[src/rtl/lampball_ctrl.sv]
// ---------------------------------------------------------------------------
// lampball_ctrl
//
// Game controller for the Lampball handball game. The ball is a single lit
// lamp in the external Bidshift register. The controller serves it, steps it
// one lamp per ball tick, judges hits, misses and fouls from the two player
// buttons, and keeps both scores until one player reaches WIN_SCORE.
//
// The left player owns lamp bit 7 and the right player owns lamp bit 0.
//
// Bidshift mode select (SEL):
//   00 hold
//   01 shift toward bit0 (SIR enters bit7)
//   10 shift toward bit7 (SIL enters bit0)
//   11 parallel load of SRIN
//
// Ports:
//   CK      in   1        system clock, rising edge
//   CLEAR   in   1        asynchronous active-low reset
//   BTNL    in   1        left player button (asynchronous, active-high)
//   BTNR    in   1        right player button (asynchronous, active-high)
//   SROUT   in   8        lamp pattern read back from Bidshift
//   SEL     out  2        Bidshift mode select
//   SRIN    out  8        Bidshift parallel load data
//   SIL     out  1        Bidshift left serial-in, tied to 0
//   SIR     out  1        Bidshift right serial-in, tied to 0
//   SCOREL  out  SCORE_W  left player score
//   SCORER  out  SCORE_W  right player score
//   WINL    out  1        left player has won
//   WINR    out  1        right player has won
// ---------------------------------------------------------------------------
module lampball_ctrl #(
    parameter int TICK_DIV  = 4,
    parameter int SCORE_W   = 4,
    parameter int WIN_SCORE = 9
) (
    input  logic               CK,
    input  logic               CLEAR,
    input  logic               BTNL,
    input  logic               BTNR,
    input  logic [7:0]         SROUT,
    output logic [1:0]         SEL,
    output logic [7:0]         SRIN,
    output logic               SIL,
    output logic               SIR,
    output logic [SCORE_W-1:0] SCOREL,
    output logic [SCORE_W-1:0] SCORER,
    output logic               WINL,
    output logic               WINR
);

    localparam int                 CNT_W     = $clog2(TICK_DIV);
    localparam logic [CNT_W-1:0]   TICK_LAST = CNT_W'(TICK_DIV - 1);
    localparam logic [SCORE_W-1:0] WIN_VAL   = SCORE_W'(WIN_SCORE);
    localparam logic [SCORE_W-1:0] SCORE_ONE = SCORE_W'(1);
    localparam logic [CNT_W-1:0]   CNT_ONE   = CNT_W'(1);

    localparam logic [1:0] SEL_HOLD  = 2'b00;
    localparam logic [1:0] SEL_TO_B0 = 2'b01;
    localparam logic [1:0] SEL_TO_B7 = 2'b10;
    localparam logic [1:0] SEL_LOAD  = 2'b11;

    localparam logic [7:0] LAMP_LEFT  = 8'h80;
    localparam logic [7:0] LAMP_RIGHT = 8'h01;
    localparam logic [7:0] LAMP_OFF   = 8'h00;

    typedef enum logic [2:0] {
        IDLE,
        SERVE_L,
        SERVE_R,
        MOVE_R,
        MOVE_L,
        POINT,
        GAMEOVER
    } state_t;

    typedef enum logic [1:0] {
        SRV_ANY,
        SRV_L,
        SRV_R
    } server_t;

    state_t             state, state_n;
    server_t            server, server_n;
    logic [CNT_W-1:0]   cnt, cnt_n;
    logic               pending;
    logic [2:0]         syncl, syncr;
    logic               pl, pr;
    logic               tick;
    logic               left_pt, right_pt;
    logic [1:0]         sel_n;
    logic [7:0]         srin_n;
    logic [SCORE_W-1:0] scorel_n, scorer_n;
    logic               winl_n, winr_n;

    // The serial inputs of the lamp register only ever feed in dark lamps.
    assign SIL = 1'b0;
    assign SIR = 1'b0;

    // Ball tick: last count of the step divider.
    assign tick = (cnt == TICK_LAST);

    // Button front end. Two flops bring each pin into the clock domain, the
    // third remembers the previous synchronized level so a rising edge can be
    // turned into a registered one-cycle press pulse. Holding a button down
    // therefore yields exactly one press.
    always_ff @(posedge CK or negedge CLEAR) begin
        if (!CLEAR) begin
            syncl <= '0;
            syncr <= '0;
            pl    <= 1'b0;
            pr    <= 1'b0;
        end else begin
            syncl <= {syncl[1:0], BTNL};
            syncr <= {syncr[1:0], BTNR};
            pl    <= syncl[1] & ~syncl[2];
            pr    <= syncr[1] & ~syncr[2];
        end
    end

    // Game decisions. The Bidshift outputs are computed here for the cycle
    // after the coming clock edge, so every output leaves the block from a
    // register. While "pending" is set the lamp register is still applying
    // the previous non-hold command, so SROUT is stale and is not judged;
    // presses arriving in that cycle are dropped.
    always_comb begin
        state_n  = state;
        server_n = server;
        cnt_n    = '0;
        sel_n    = SEL_HOLD;
        srin_n   = SRIN;
        scorel_n = SCOREL;
        scorer_n = SCORER;
        winl_n   = WINL;
        winr_n   = WINR;
        left_pt  = 1'b0;
        right_pt = 1'b0;

        case (state)
            IDLE: begin
                // The left check comes first so a simultaneous press with
                // no preferred server goes to the left player.
                if (pl && (server != SRV_R)) begin
                    state_n = SERVE_L;
                    sel_n   = SEL_LOAD;
                    srin_n  = LAMP_LEFT;
                end else if (pr && (server != SRV_L)) begin
                    state_n = SERVE_R;
                    sel_n   = SEL_LOAD;
                    srin_n  = LAMP_RIGHT;
                end
            end

            SERVE_L: begin
                state_n = MOVE_R;
            end

            SERVE_R: begin
                state_n = MOVE_L;
            end

            MOVE_R: begin
                cnt_n = tick ? '0 : cnt + CNT_ONE;
                if (!pending) begin
                    if (pr) begin
                        // A press on the right end lamp is a return and
                        // takes priority over a tick in the same cycle.
                        if (SROUT == LAMP_RIGHT) begin
                            state_n = MOVE_L;
                            cnt_n   = '0;
                        end else begin
                            left_pt = 1'b1;
                        end
                    end else if ((SROUT == LAMP_OFF) ||
                                 (tick && (SROUT == LAMP_RIGHT))) begin
                        left_pt = 1'b1;
                    end else if (tick) begin
                        sel_n = SEL_TO_B0;
                    end
                end
            end

            MOVE_L: begin
                cnt_n = tick ? '0 : cnt + CNT_ONE;
                if (!pending) begin
                    if (pl) begin
                        if (SROUT == LAMP_LEFT) begin
                            state_n = MOVE_R;
                            cnt_n   = '0;
                        end else begin
                            right_pt = 1'b1;
                        end
                    end else if ((SROUT == LAMP_OFF) ||
                                 (tick && (SROUT == LAMP_LEFT))) begin
                        right_pt = 1'b1;
                    end else if (tick) begin
                        sel_n = SEL_TO_B7;
                    end
                end
            end

            POINT: begin
                state_n = (WINL || WINR) ? GAMEOVER : IDLE;
            end

            GAMEOVER: begin
                state_n = GAMEOVER;
            end

            default: begin
                state_n = IDLE;
            end
        endcase

        // Awarding a point blanks the lamps, credits the scorer, hands them
        // the next serve and checks for the end of the game. The score and
        // win flag change together with the blanking load.
        if (left_pt) begin
            state_n  = POINT;
            sel_n    = SEL_LOAD;
            srin_n   = LAMP_OFF;
            server_n = SRV_L;
            scorel_n = SCOREL + SCORE_ONE;
            if (scorel_n == WIN_VAL) begin
                winl_n = 1'b1;
            end
        end else if (right_pt) begin
            state_n  = POINT;
            sel_n    = SEL_LOAD;
            srin_n   = LAMP_OFF;
            server_n = SRV_R;
            scorer_n = SCORER + SCORE_ONE;
            if (scorer_n == WIN_VAL) begin
                winr_n = 1'b1;
            end
        end
    end

    // State, divider, settle flag and all Bidshift/score outputs. The settle
    // flag records that a non-hold command is on SEL this cycle, which means
    // SROUT will not show its effect until the cycle after.
    always_ff @(posedge CK or negedge CLEAR) begin
        if (!CLEAR) begin
            state   <= IDLE;
            server  <= SRV_ANY;
            cnt     <= '0;
            pending <= 1'b0;
            SEL     <= SEL_HOLD;
            SRIN    <= LAMP_OFF;
            SCOREL  <= '0;
            SCORER  <= '0;
            WINL    <= 1'b0;
            WINR    <= 1'b0;
        end else begin
            state   <= state_n;
            server  <= server_n;
            cnt     <= cnt_n;
            pending <= (sel_n != SEL_HOLD);
            SEL     <= sel_n;
            SRIN    <= srin_n;
            SCOREL  <= scorel_n;
            SCORER  <= scorer_n;
            WINL    <= winl_n;
            WINR    <= winr_n;
        end
    end

endmodule

[config.mk]
export PLATFORM = sky130hd
export DESIGN_NAME = lampball_ctrl
export DESIGN_NICKNAME = d
export VERILOG_FILES = /design/src/rtl/lampball_ctrl.sv
export SDC_FILE = /design/constraint.sdc
export NUM_CORES = 1
export LEC_CHECK = 0
export BUFFER_PORTS_ARGS = -buffer_cell sky130_fd_sc_hd__buf_2
export CAP_MARGIN = 30
export CORE_UTILIZATION = 53
export DETAILED_ROUTE_END_ITERATION = 10
export MAX_ROUTING_LAYER = met4
export PLACE_DENSITY = 0.78
export SYNTH_ARGS = -nofsm -noshare
export SYNTH_HDL_FRONTEND = slang
export SYNTH_SLANG_ARGS = --single-unit
[constraint.sdc]
create_clock -name CK -period 2.4 [get_ports CK]
set_clock_uncertainty 0.05 [all_clocks]
set_input_delay 0.48 -clock CK [delete_from_list [all_inputs] [get_ports CK]]
set_output_delay 0.48 -clock CK [all_outputs]
set_load 0.05 [all_outputs]
======== After elaboration in Yosys (flattened, before gate mapping) ========
Cells that the tools add are included.
operators by class
  $add $sub $neg .......................... 3
  reduce and logical (&&, ||, !) cells .... 18
  bitwise logic cells ..................... 5
  equality and inequality tests ........... 20
  mux-type cells .......................... 50
operators by type and width
  kind                                            count
  2-to-1 mux 8 bit                                5
  2-to-1 mux 2 bit                                17
  2-to-1 mux 3 bit                                11
  != test 4 bit (second input constant)           6
  one-hot mux 3 bit (7 select lines)              1
  2-to-1 mux 1 bit                                14
  == test 3 bit (second input constant)           3
  adder 4 x 1 -> 4 bit (second input constant)    2
  == test 4 bit (second input constant)           2
  == test 8 x 1 -> 1 bit (second input constant)  1
  == test 8 bit (second input constant)           1
  zero test 8 bit                                 1
  AND reduction 7 bit                             1
  == test 3 x 2 -> 1 bit (second input constant)  2
  one-hot mux 2 bit (3 select lines)              1
  AND reduction 2 bit                             3
  != test 5 bit (second input constant)           1
  logical AND 1 bit                               4
  one-hot mux 2 bit (2 select lines)              1
  nonzero test 2 bit                              2
  nonzero test 4 bit                              1
  == test 3 x 1 -> 1 bit (second input constant)  1
  zero test 3 bit                                 1
  logical OR 1 bit                                3
  8 further kinds                                 11
storage, ports and cells
  input bits .............................. 12
  output and inout bits ................... 22
  register bits ........................... 36

======== Longest topological paths before layout ========
Gate-level depths: netlist (run 1).
  depth in word-level cells ............... 10
  mapped depth ............................ 9
  gate-level depth less buffers ........... 7

======== Worst setup path after synthesis (run 1) ========
OpenSTA, ideal clock, no wires.
  path kind ............................... input port to flip-flop
  start ................................... input SROUT[1]
  end ..................................... register state[2]
  stages on the path ...................... 7
  buffers on the path ..................... 1
  data required time ...................... 2208 ps
  setup slack ............................. 275 ps
  arrival time ............................ 1933 ps
  cells stage by stage .................... or4_4 > o211ai_2 > nand2_2 > or2_1 > buf_6 > a211oi_2 > a32oi_1
between the ends
  longest elaborated chain between the ends .. 9
  elaborated cells on any way between the ends .. 27
RTL lines
  what                                                                             line      source
  start, declared                                                                  41        input logic [7:0] SROUT,
  == test 8 x 1 -> 1 bit / == test 8 bit (equally long branches)                   n/a
  logical AND 1 bit, on equally long branches                                      175, 194
  logical OR 1 bit, on equally long branches                                       174, 193
  2-to-1 mux 1 bit, on equally long branches                                       174, 193
  2-to-1 mux 1 bit, on equally long branches                                       165, 186
  2-to-1 mux 1 bit, on equally long branches                                       164, 185
  2-to-1 mux 1 bit                                                                 139       case (state)
  != test 5 bit (no source line), or another cell as far along                     n/a
  AND reduction 7 bit (no source line) / 2-to-1 mux 3 bit (equally long branches)  n/a
  end signal, assigned                                                             255       state <= state_n;
  end, declared                                                                    83        state_t state, state_n;
Several ways; a longest one is shown, not always the timed one.
A chain may end at the register's enable or synchronous reset.

======== Worst setup path after layout (run 1) ========
  start ................................... register state[2]
  end ..................................... register state[0]
between the ends
  longest elaborated chain between the ends .. 4
  elaborated cells on any way between the ends .. 20
RTL lines
  what                                                                             line
  == test 3 x 2 -> 1 bit, or another cell as far along                             139
  2-to-1 mux 1 bit / one-hot mux 3 bit (7 select lines) (equally long branches)    139
  != test 5 bit (no source line), or another cell as far along                     n/a
  AND reduction 7 bit (no source line) / 2-to-1 mux 3 bit (equally long branches)  n/a
Several ways; a longest one is shown, not always the timed one.

==> results of run 1 <==
cells in the final DEF (no fill, tap or decap), types with 2 or more instances in the layout:
master,instances
conb_1,8
nand2_1,13
clkbuf_4,5
nor2b_1,4
o2111ai_1,2
o21ai_0,9
nand2b_1,2
a21oi_1,4
and2_1,2
ha_1,5
a41oi_1,2
xnor2_1,5
nor3_1,7
a211oi_1,3
inv_1,10
nor2_1,9
buf_4,3
dfrtp_1,30
a31o_2,3
buf_2,25
nand4_1,2
xor2_1,2
o211ai_1,2
critical path, delay by kind of cell (launching register included):
kind               cells  cell delay, ns
DFF                    1            0.53
and+or+nand+nor        2            0.80
AOI/OAI and AO/OA      3            0.62
path summary, 6_finish.rpt:
check                      cells past startpoint   endpoint  slack [ns]
hold reg to reg                                0   syncr[1]        0.31
hold / removal                                 1     SEL[0]        0.09
setup / recovery                               5   state[0]        0.33
setup reg to reg                               5   state[0]        0.33
max in group asynchronous                      1  SCOREL[3]        1.79
min in group CK                                1   syncr[0]        0.20
final cells by class:
type,instances,area (µm²)
clock inverter,3,21.3
timing repair buffer,28,148
sequential,30,751
tap,31,38.8
fill,246,1050
inverter,10,37.5
multi-input combinational,110,723
clock buffer,5,37.5
sequential cells by signal (all words and copies together) (netlist names), 2 cells and up:
signal,cells
SCOREL,4
syncl,3
cnt,2
SCORER,4
syncr,3
SRIN,2
SEL,2
server,2
state,3
per-stage QoR:
stage / hold WS, ns / std cells / worst slack (ns) / power [µW] / utilization (%)
floorplan: 0.134 / 164 / 0.275 / 1760 / -
global placement: 0.289 / 209 / 0.174 / 1950 / 60.5
detailed placement: 0.291 / 209 / 0.120 / 2000 / 60.5
CTS: 0.111 / 217 / 0.347 / 2310 / 62.6
global route: 0.120 / 217 / 0.205 / 2480 / 62.6
finish: 0.0893 / 217 / 0.332 / 2300 / 62.6
cells in the mapped netlist, types with 3 or more instances:
master,instances
inv_1,10
a21oi_1,4
buf_4,8
xnor2_1,5
o21ai_0,9
clkbuf_1,3
nand2_1,13
ha_1,5
nor3_1,7
nor2b_1,4
a31o_2,3
nor2_1,9
a211oi_1,3
dfrtp_1,30
power by group through the flow:
stage | Sequential (µW) | Combinational, µW | Clock (µW)
after floorplan | 1120 | 634 | 0
after global placement | 847 | 1100 | 0
after detailed placement | 859 | 1140 | 0
after CTS | 851 | 1150 | 311
after global routing | 883 | 1250 | 345
final | 853 | 1140 | 303
cells by family (layout without fill, tap and decap cells):
logic type / count (synthesis) / count (layout) / share of synthesized area, %
AND/OR/NAND/NOR: 49 / 49 / 16.6
AO/OA/AOI/OAI: 41 / 41 / 19.4
flip-flops: 30 / 30 / 47.4
buffers and inverters: 24 / 46 / 8.61
XOR/XNOR: 7 / 7 / 3.87
adder cells (fa/ha/maj): 5 / 5 / 3.95
other: 1 / 8 / 0.237
layer usage:
layer  vias up  GRT usage [%]
li1        598              -
met1       596           25.2
met2        47           34.9
met3         4           8.76
met4         0           10.7
met5         -              -
==> flow_summary_export.csv, run 1 <==
group,metric,value,unit
drt,route.met2.wl,1500,µm
synth,yosysTopAreaCell,"dfrtp_1",
grt,grt.total_usage,22.4,%
worst_setup_path,start_kind,"flop",
clock_tree,postCtsSetupBuffers,0,
worst_setup_path,worstPathMaxFanout,11,
clock_tree,post_cts_resized,0,
drt,final_antenna_net_count,0,
synth,ys_seq_elements,30,
worst_setup_path,rr_startpoint,"state[2]",
worst_setup_path,cp_data_arrival_time,2.28,ns
outcome,violations,"design-rule violations",
clock_tree,numCtsBuffers,5,
min_path,holdCritPathClass,"in -> async",
layout,antennaDiodeCount,0,
grt,grt_max_degree,31,
layout,design_area,0.00176,mm²
timing,setup_viol_count_final,0,
synth,synthTopCellsByArea,"dfrtp_1 (47%), ha_1 (3.9%), buf_4 (3.8%)",
drt,wl_per_cell,13.5,µm
clock_tree,h-tree-depth,2,
synth,synthArstFlopShare,100,%
grt,antenna_found_initial,0,
run,cap_violations,0,
timing,tightest_slew,0.629,ns
clock_tree,clock_sinks,30,
outcome,status,"complete, but fails checks",
drt,first_pass_iters,7,
clock_tree,cts_tree,"built",
die,die_w,56.7,µm
power,p_leak,0.000850,µW
drt,drc_errors,4,
grt,grt_pass1_vias,1197,
drt,highest_layer,"met4",
place,io_buffer_count,25,
synth,syn_inst,157,
die,io_pins,34,
power,clockPowerShare,13.2,%
layout,areaGrowthSynthToFinish,10.9,%
timing,finalCriticalPeriod,2.07,ns
timing,rsz0062_at_grt,"no",
power,seqPwrFrac,37.1,%
timing,slew_headroom,58.1,%
grt,overflow,0,
place,gp_congestion,0.829,
power,powerDensity,1310,mW/mm²
synth,yosysSeqAreaShare,47.4,%
worst_setup_path,cp.required,2.61,ns
place,placed_area,0.00170,mm²
drt,drt_iter0_markers,63,
clock_tree,clk_pin_slew,0.11,ns
synth,synth_top_flop_cell,"dfrtp_1",
worst_setup_path,crit_chain,"or3b_1 > a211oi_1 > o21bai_1 > or2_2 > o211ai_1",
synth,synth_edf_count,0,
die,core.rowCount,19,
clock_tree,clk_path_buf_depth,2,
timing,tns,0,ns
worst_setup_path,crit_type,"reg -> reg",
drt,wirelength,2920,µm
timing,hold_viol,0,
place,dp_hpwl,2160,µm
power,p_sw_share,49.6,%
worst_setup_path,crit_start,"state[2]",
synth,avgSynthCellArea,10.1,µm²
synth,synth_cell_types,50,
layout,drive_above_1_share,25.3,%
synth,syn_area,0.00158,mm²
die,fp.dieH,56.7,µm
drt,vias,1245,
layout,fin_nets,202,
timing,max_freq,484,MHz
grt,grt_pass1_wl,5090,µm
die,die-area,0.00321,mm²
worst_setup_path,crit_slowest_cell,"dfrtp_1",
die,start_util,56.5,%
drt,wl_met3,165,µm
worst_setup_path,cp-end-kind,"flop",
synth,synth_top_area_share,47.4,%
drt,wl_met1,1210,µm
drt,drt-vias-per-instance,5.74,
clock_tree,clockRootBuffer,"clkbuf_4",
power,intPower,1160,µW
power,power_frac_comb,49.7,%
synth,yosysWarnings,0,
timing,finalCritPeriodShare,86.2,%
die,core_area,0.00281,mm²
timing,slew_violations,0,
worst_setup_path,slowest_delay,0.53,ns
clock_tree,clk_latency,0.34,ns
clock_tree,ctsHoldBuffers,0,
power,peakVddDrop,0.781,mV
power,p_switching,1140,µW
(Power assumes the default switching activity.)
==> run 2, diff against run 1 <==
--- a/config.mk
+++ b/config.mk
@@ -6,7 +6,8 @@
 export NUM_CORES = 1
 export LEC_CHECK = 0
 export BUFFER_PORTS_ARGS = -buffer_cell sky130_fd_sc_hd__buf_2
-export CAP_MARGIN = 30
+export CAP_MARGIN = 20
+export CORE_MARGIN = 2
 export CORE_UTILIZATION = 53
 export DETAILED_ROUTE_END_ITERATION = 10
 export MAX_ROUTING_LAYER = met4
==> flow_summary_export.csv, run 2 (same netlist as run 1, synthesis figures left out) <==
group,metric,value,unit
outcome,status,"complete, but fails checks",
outcome,violations,"design-rule violations",
clock_tree,post_cts_resized,0,
layout,final_common_cell,"dfrtp_1",
timing,tns,0,ns
clock_tree,clk_path_buf_depth,2,
drt,first_pass_iters,7,
clock_tree,clk_pin_slew,0.10,ns
layout,top_regs,"SCOREL (4), SCORER (4)",
timing,finalCriticalPeriod,2.11,ns
clock_tree,clock_sinks,30,
drt,drt_iter0_markers,41,
worst_setup_path,cp.required,2.59,ns
drt,drt-vias-per-instance,5.70,
drt,final_antenna_net_count,0,
layout,layout_common_cells,"dfrtp_1 (30), buf_2 (25), nand2_1 (13)",
timing,finalCritPeriodShare,88.0,%
die,die-area,0.00344,mm²
timing,setup_viol_count_final,0,
timing,slew_headroom,58.2,%
worst_setup_path,start_kind,"flop",
timing,max_freq,473,MHz
place,dpl_worst_slack,0.114,ns
worst_setup_path,crit_chain,"or3b_1 > a211oi_1 > o21bai_1 > or2_2 > o31ai_2",
worst_setup_path,worstPathMaxFanout,11,
die,io_pins,34,
place,gp_congestion,0.848,
die,core.rowCount,19,
grt,grt_pass1_vias,1097,
die,start_util,56.5,%
layout,drive_above_1_share,25.3,%
clock_tree,postCtsSetupBuffers,0,
drt,drc_errors,3,
place,dp.cells,209,
layout,fin_cells,217,
place,io_buffer_count,25,
timing,hold_viol,0,
clock_tree,numCtsBuffers,5,
worst_setup_path,crit_slowest_cell,"dfrtp_1",
worst_setup_path,crit_type,"reg -> reg",
die,fp.dieH,58.7,µm
grt,grt_max_degree,31,
clock_tree,cts_tree,"built",
drt,wl_per_cell,12.9,µm
layout,antennaDiodeCount,0,
grt,grt.total_usage,19.0,%
clock_tree,clk_latency,0.33,ns
timing,setup_slack,0.288,ns
run,cap_violations,0,
power,peakVddDrop,0.713,mV
worst_setup_path,slowest_delay,0.52,ns
drt,vias,1237,
grt,overflow,0,
power,powerDensity,1300,mW/mm²
place,dp_hpwl,2090,µm
grt,grt_pass1_wl,4660,µm
timing,slew_violations,0,
clock_tree,ctsHoldBuffers,0,
power,p_leak,0.000850,µW
layout,fin_nets,202,
worst_setup_path,cp_data_arrival_time,2.30,ns
timing,tightest_slew,0.626,ns
clock_tree,h-tree-depth,2,
clock_tree,clockRootBuffer,"clkbuf_4",
timing,hold_ws,0.0965,ns
layout,areaGrowthSynthToFinish,10.9,%
die,die_w,58.7,µm
worst_setup_path,cp-end-kind,"flop",
min_path,holdCritPathClass,"in -> async",
die,core_area,0.00281,mm²
timing,rsz0062_at_grt,"no",
drt,wirelength,2800,µm
grt,antenna_found_initial,0,
-- run 2: cell counts in the layout (fill, tap and decap cells not counted) --
No cell type changed its count.
-- run 2: stage by stage --
stage          util (%)  power (µW)  cell area, µm²
6_report           62.6        2290            1760
5_1_grt            62.6        2460            1760
4_1_cts            62.6        2320            1760
3_5_place_dp       60.5        2000            1700
3_3_place_gp       60.5        1950            1700
2_1_floorplan         -        1760            1610
-- run 2: worst paths after layout --
kind,cells past startpoint,startpoint,slack [ns],end
worst max-delay path,5,state[2],0.29,state[1]
worst min-delay path,1,CLEAR,0.1,SEL[0]
worst max register to register,5,state[2],0.29,state[1]
worst min register to register,0,syncr[0],0.31,syncr[1]
max in group asynchronous,1,CLEAR,1.78,SCORER[3]
min in group CK,1,BTNR,0.20,syncr[0]
-- run 2: power by group --
part	switching (µW)	internal, µW	leakage (µW)
clock	183	114	0.0000312
combinational	764	376	0.000446
sequential	183	669	0.000373
-- run 2: critical path, delay by kind of cell (launching register included) --
family,cells,cell delay [ns]
AOI/OAI and AO/OA,3,0.66
and+or+nand+nor,2,0.79
DFF,1,0.52
-- run 2: final cells by class --
cell class / instances / area, µm²
clock buffers: 5 / 37.5
repair buffers: 28 / 148
multi-input cells: 110 / 723
clock inverters: 3 / 21.3
inverters: 10 / 37.5
well taps: 31 / 38.8
flip-flops and latches: 30 / 751
fillers: 245 / 1050
-- run 2: metal layers --
metal	GRT usage [%]	routed length (µm)	vias to the layer above
li1	-	-	605
met1	22.3	1180	588
met2	30.3	1430	39
met3	4.84	147	5
met4	9.42	46	0
met5	-	0	-
